`src/rtl/mul_seq32.sv`:
```
// mul_seq32: sequential unsigned shift-and-add multiplier time-sharing one ripple-carry adder
module add32 #(
  parameter int N = 32
) (
  input  logic [N-1:0] a,
  input  logic [N-1:0] b,
  input  logic         c_in,
  output logic [N-1:0] sum,
  output logic         c_out
);
  logic [N:0] w_c;
  assign w_c[0] = c_in;
  for (genvar i = 0; i < N; i++) begin : g_fa
    assign sum[i]    = a[i] ^ b[i] ^ w_c[i];
    assign w_c[i+1]  = (a[i] & b[i]) | (w_c[i] & (a[i] ^ b[i]));
  end
  assign c_out = w_c[N];
endmodule

module mul_seq32 #(
  parameter int N = 32
) (
  input  logic           clk,
  input  logic           rst,
  input  logic           start_valid,
  output logic           start_ready,
  input  logic [N-1:0]   a,
  input  logic [N-1:0]   b,
  output logic           done_valid,
  input  logic           done_ready,
  output logic [2*N-1:0] product
);
  localparam int CW = $clog2(N + 1);
  typedef enum logic [1:0] {S_IDLE, S_BUSY, S_DONE} state_t;
  state_t           r_state;
  logic [N-1:0]     r_mcand;
  logic [2*N:0]     r_acc;
  logic [CW-1:0]    r_count;
  logic             r_start_ready;
  logic             r_done_valid;
  logic [2*N-1:0]   r_product;
  logic [N-1:0]     w_sum;
  logic             w_c_out;
  logic [2*N:0]     w_acc_nxt;
  add32 #(.N(N)) u_add (
    .a     (r_acc[2*N-1:N]),
    .b     (r_mcand),
    .c_in  (1'b0),
    .sum   (w_sum),
    .c_out (w_c_out)
  );
  // one shift-and-add step; the guard bit is always zero entering a step, so r_acc >> 1 is a plain shift
  always_comb w_acc_nxt = r_acc[0] ? ({w_c_out, w_sum, r_acc[N-1:0]} >> 1) : (r_acc >> 1);
  // controller: accept operands, run exactly N iterations, hold product until the consumer takes it
  always_ff @(posedge clk) begin
    if (rst) begin
      r_state       <= S_IDLE;
      r_start_ready <= 1'b1;
      r_done_valid  <= 1'b0;
      r_product     <= '0;
      r_count       <= '0;
      r_mcand       <= '0;
      r_acc         <= '0;
    end else begin
      case (r_state)
        S_IDLE: if (start_valid) begin
          r_mcand       <= a;
          r_acc         <= {{(N+1){1'b0}}, b};
          r_count       <= CW'(N);
          r_state       <= S_BUSY;
          r_start_ready <= 1'b0;
        end
        S_BUSY: begin
          r_acc   <= w_acc_nxt;
          r_count <= r_count - CW'(1);
          if (r_count == CW'(1)) begin
            r_state      <= S_DONE;
            r_done_valid <= 1'b1;
            r_product    <= w_acc_nxt[2*N-1:0];
          end
        end
        S_DONE: if (done_ready) begin
          r_state       <= S_IDLE;
          r_done_valid  <= 1'b0;
          r_start_ready <= 1'b1;
        end
        default: r_state <= S_IDLE;
      endcase
    end
  end
  assign start_ready = r_start_ready;
  assign done_valid  = r_done_valid;
  assign product     = r_product;
endmodule

```
`config.mk`:
```
export PLATFORM = sky130hd
export DESIGN_NAME = mul_seq32
export DESIGN_NICKNAME = d
export VERILOG_FILES = /design/src/rtl/mul_seq32.sv
export SDC_FILE = /design/constraint.sdc
export NUM_CORES = 1
export LEC_CHECK = 0
export CAP_MARGIN = 10
export CORE_ASPECT_RATIO = 0.9
export CORE_UTILIZATION = 40
export CTS_BUF_LIST = sky130_fd_sc_hd__clkbuf_2 sky130_fd_sc_hd__clkbuf_4 sky130_fd_sc_hd__clkbuf_8
export CTS_CLUSTER_DIAMETER = 40
export CTS_CLUSTER_SIZE = 10
export DETAILED_ROUTE_END_ITERATION = 6
export GPL_ROUTABILITY_DRIVEN = 0
export MAX_ROUTING_LAYER = met4
export PLACE_DENSITY = 0.75
export SYNTH_ARGS = -nofsm -noshare
export SYNTH_HDL_FRONTEND = slang
export SYNTH_HIERARCHICAL = 1
export SYNTH_SLANG_ARGS = --single-unit
```
`constraint.sdc`:
```
create_clock -name clk -period 24.5 [get_ports clk]
set_clock_uncertainty 0.1 [all_clocks]
set_input_delay 3.675 -clock clk [delete_from_list [all_inputs] [get_ports clk]]
set_output_delay 3.675 -clock clk [all_outputs]
set_load 0.02 [all_outputs]
```
==> flow_summary.html <==
<table>
<tr><th>Metric</th><th>Value</th></tr>
<tr><th colspan="2">Outcome</th></tr>
<tr><td>Run status</td><td>finished clean</td></tr>
<tr><th colspan="2">GRT</th></tr>
<tr><td>Residual overflow from global routing</td><td>0</td></tr>
<tr><td>Vias in the first global route</td><td>6261</td></tr>
<tr><td>Global routing usage summed across all routing layers</td><td>18.63%</td></tr>
<tr><td>First-pass GRT wire length</td><td>31400 µm</td></tr>
<tr><td>Largest net degree at the start of global routing</td><td>137</td></tr>
<tr><td>Antenna violations before repair</td><td>0</td></tr>
<tr><th colspan="2">Job</th></tr>
<tr><td>Max-Cap Viols</td><td>0</td></tr>
<tr><th colspan="2">Critical path</th></tr>
<tr><td>R2r startpoint</td><td>r_acc[32]</td></tr>
<tr><td>Critical path capture point type</td><td>register</td></tr>
<tr><td>Critical R2R Capture</td><td>product[62]</td></tr>
<tr><td>Largest stage delay on the critical path</td><td>0.44 ns</td></tr>
<tr><td>Most frequent cell on the critical path</td><td>fa_1</td></tr>
<tr><td>CP startpoint</td><td>r_acc[32]</td></tr>
<tr><td>Register-to-Register Path Depth</td><td>38</td></tr>
<tr><td>Reg2reg setup slack</td><td>10.92 ns</td></tr>
<tr><td>Top fanout value on the critical path</td><td>3</td></tr>
<tr><td>Slowest cell on the critical path</td><td>fa_1</td></tr>
<tr><td>Data arrival time of the critical path</td><td>13.84 ns</td></tr>
<tr><td>Worst EP required</td><td>24.76 ns</td></tr>
<tr><td>Type of the setup path with the least slack</td><td>register to register</td></tr>
<tr><td>Worst setup endpoint</td><td>product[62]</td></tr>
<tr><td>Kind of start point of the critical path</td><td>register</td></tr>
<tr><th colspan="2">Logic synthesis</th></tr>
<tr><td>Mean area per synthesized cell</td><td>8.959 µm²</td></tr>
<tr><td>Yosys warning count</td><td>6</td></tr>
<tr><td>Most frequently used cell type in the post-synthesis netlist</td><td>dfxtp_1</td></tr>
<tr><td>Mapped Nets</td><td>1026</td></tr>
<tr><td>Post-synth EDFFs</td><td>0</td></tr>
<tr><td>Most area-consuming cells after synthesis</td><td>dfxtp_1 (41%), a21oi_1 (8.2%), fa_1 (7.7%)</td></tr>
<tr><td>Number of standard cells after synthesis</td><td>924</td></tr>
<tr><td>Post-synthesis instance area</td><td>0.008278 mm²</td></tr>
<tr><td>Synth top area share</td><td>41.11%</td></tr>
<tr><td>Ys flop type</td><td>dfxtp_1</td></tr>
<tr><td>Async set or reset register ratio after synthesis</td><td>0%</td></tr>
<tr><td>Count of state elements after synthesis</td><td>170</td></tr>
<tr><td>Count of different cell masters after synthesis</td><td>43</td></tr>
<tr><td>Post-synth top cells</td><td>dfxtp_1 (170), a21oi_1 (135), nor2_1 (95), nand2_1 (67), inv_1 (47)</td></tr>
<tr><td>Seq/Total Area, Yosys</td><td>41.11%</td></tr>
<tr><td>Cell taking the most area after synthesis</td><td>dfxtp_1</td></tr>
<tr><th colspan="2">Detailed routing</th></tr>
<tr><td>DRT Pass-1 Iters</td><td>7</td></tr>
<tr><td>Via total after detailed routing</td><td>6662</td></tr>
<tr><td>Total wirelength of the detailed-routed design</td><td>18880 µm</td></tr>
<tr><td>Average detailed-routed wire length per instance</td><td>14.91 µm</td></tr>
<tr><td>Antenna Violating Nets Remaining</td><td>0</td></tr>
<tr><td>Ratio of routed vias to standard cells</td><td>5.262</td></tr>
<tr><td>Remaining routing DRC violations</td><td>0</td></tr>
<tr><td>Number of violations reported at the end of detailed-routing iteration 0</td><td>402</td></tr>
<tr><th colspan="2">Pwr</th></tr>
<tr><td>Worst vdd rail ir drop</td><td>0.00003023 V</td></tr>
<tr><td>Static Leakage</td><td>3.864 nW</td></tr>
<tr><td>P per Cell Area</td><td>62.02 mW/mm²</td></tr>
<tr><th colspan="2">Timing</th></tr>
<tr><td>Min Tclk post-route</td><td>13.58 ns</td></tr>
<tr><td>Sum of negative setup slack</td><td>0 ns</td></tr>
<tr><td>Part of the cycle the worst path needs</td><td>55.44%</td></tr>
<tr><td>Peak Freq</td><td>73.62 MHz</td></tr>
<tr><td>Setup slack of the critical path after layout</td><td>10.92 ns</td></tr>
<tr><td>Worst slew margin relative to its limit</td><td>23.92%</td></tr>
<tr><td>Hold violation total from the final report</td><td>0</td></tr>
<tr><td>Transition time of the tightest slew-check pin</td><td>1.141 ns</td></tr>
<tr><td># setup viols final</td><td>0</td></tr>
<tr><td>RSZ-0062 raised after global routing</td><td>no</td></tr>
<tr><td>Final max-slew violation count</td><td>0</td></tr>
<tr><th colspan="2">CTS</th></tr>
<tr><td>Post-CTS clock slew at the launch and capture registers of the worst setup and hold paths</td><td>0.09 ns</td></tr>
<tr><td>Hold buffer count at CTS</td><td>0</td></tr>
<tr><td>Clock sink count</td><td>170</td></tr>
<tr><td>Post-CTS Setup Bufs</td><td>0</td></tr>
<tr><td>CTS max path bufs</td><td>2</td></tr>
<tr><td>Number of gates resized after cts</td><td>0</td></tr>
<tr><td>Number of CTS-inserted buffers</td><td>17</td></tr>
<tr><td>H-tree levels</td><td>4</td></tr>
<tr><td>Clock latency reported for the late side of the worst-skew pair</td><td>0.45 ns</td></tr>
<tr><td>CTS tree</td><td>built</td></tr>
<tr><td>CTS Root Cell</td><td>clkbuf_8</td></tr>
<tr><th colspan="2">Placement</th></tr>
<tr><td>HPWL after detailed placement</td><td>11850 µm</td></tr>
<tr><td>IO Port Bufs</td><td>133</td></tr>
<tr><td>Pre-CTS worst setup slack</td><td>11.06 ns</td></tr>
<tr><th colspan="2">Finish</th></tr>
<tr><td>Post-synthesis to final-layout area growth</td><td>21.69%</td></tr>
<tr><td>Share of cells above drive strength 1</td><td>11.37%</td></tr>
<tr><td>Filler Cells Inserted</td><td>1903</td></tr>
<tr><td>Total inserted antenna cells</td><td>0</td></tr>
<tr><td>Number of nets in the layout</td><td>1102</td></tr>
<tr><td>Share of the core filled with cells</td><td>50.09%</td></tr>
<tr><th colspan="2">Die</th></tr>
<tr><td>Top-Level Pins</td><td>134</td></tr>
<tr><td>Row Count</td><td>49</td></tr>
<tr><td>Starting utilization of the core area</td><td>41.16%</td></tr>
<tr><td>Vertical die dimension</td><td>138.5 µm</td></tr>
<tr><td>Floorplan die area</td><td>0.02128 mm²</td></tr>
<tr><td>Horiz. Die Dim</td><td>153.6 µm</td></tr>
<tr><td>Core region area</td><td>0.02011 mm²</td></tr>
<tr><th colspan="2">Min path</th></tr>
<tr><td>Type of the most critical hold path</td><td>register to register</td></tr>
</table>
per-layer routing:
layer  global-route usage (%)  part of all wire [%]  vias to the layer above  wire length, µm
met3                    3.887                   4.3                       15              820
met2                    27.68                    45                      135             8427
met5                        -                     0                        -                0
met4                    4.211                  0.88                        0              167
met1                    25.88                    50                     3166             9464
li1                         -                     -                     3346                -
cells in the final DEF, fill, tap and decap left out, types with 3 or more instances in the layout:
cell type,instances
dfxtp_1,168
a21oi_1,135
clkdlybuf4s50_1,131
nor2_1,95
nand2_1,67
inv_1,47
nand2b_1,35
mux2i_1,33
a211oi_1,32
nand4b_1,32
fa_1,32
and3_1,31
o221a_2,31
o21ai_0,29
o21ba_2,28
clkbuf_8,18
buf_4,13
o21ai_1,5
nand3_1,5
bufinv_16,5
nor2b_1,3
o21ba_1,3
critical path, delay by kind of cell (launching register included):
family / cells / cell delay, ns
compound gates: 1 / 0.26
fa+ha+maj: 32 / 12.43
buf+inv: 4 / 0.27
flops: 1 / 0.34
mux: 1 / 0.08
final cells by class:
type	instances	area, µm²	area share (%)
Sequential cell	170	3406	33.81
Timing Repair Buffer	145	1414	14.04
Inverter	47	176.4	1.751
Multi-Input combinational cell	619	4305	42.74
Tap cell	255	319.1	3.167
Clock buffer	20	262.8	2.608
Clock inverter	10	190.2	1.888
metrics by stage:
| step | cell area (µm²) | cells | hold WS (ns) | total power [mW] |
|---|---|---|---|---|
| floorplan | 8278 | 924 | 0.3363 | 0.3714 |
| global placement | 9620 | 1236 | 0.3446 | 0.4023 |
| detailed placement | 9620 | 1236 | 0.3519 | 0.4036 |
| CTS | 10070 | 1266 | 0.3647 | 0.6330 |
| global route | 10070 | 1266 | 0.3868 | 0.6575 |
| finish | 10070 | 1266 | 0.3605 | 0.6247 |
kinds of logic after synthesis:
logic type               Yosys count  share of synthesized area (%)
other                              1                        0.04530
AO/OA/AOI/OAI                    270                          21.80
AND/OR/NAND/NOR                  280                          17.59
flip-flops                       170                          41.11
buffers and inverters            135                          7.285
adder cells (fa/ha/maj)           34                          8.041
multiplexers                      34                          4.126
registers in the layout, summed over array words and instances (netlist names):
signal,flops
r_mcand,32
done_valid,1
r_acc,64
start_ready,1
product,64
r_count,6
r_state,2
how the worst min path moves through the flow:
stage	startpoint	to	slack, ns	cells past startpoint
finish	r_mcand[16]	r_mcand[16]	0.36	2
global route	r_mcand[16]	r_mcand[16]	0.39	2
CTS	r_mcand[16]	r_mcand[16]	0.36	2
detailed placement	r_mcand[16]	r_mcand[16]	0.35	2
global placement	r_mcand[16]	r_mcand[16]	0.34	2
floorplan	r_mcand[16]	r_mcand[16]	0.34	2
power by group:
group | switching (mW) | internal [mW]
clock network | 0.102 | 0.126
registers | 0.0152 | 0.290
logic | 0.0505 | 0.0414
Power figures use the tool's default switching activity.
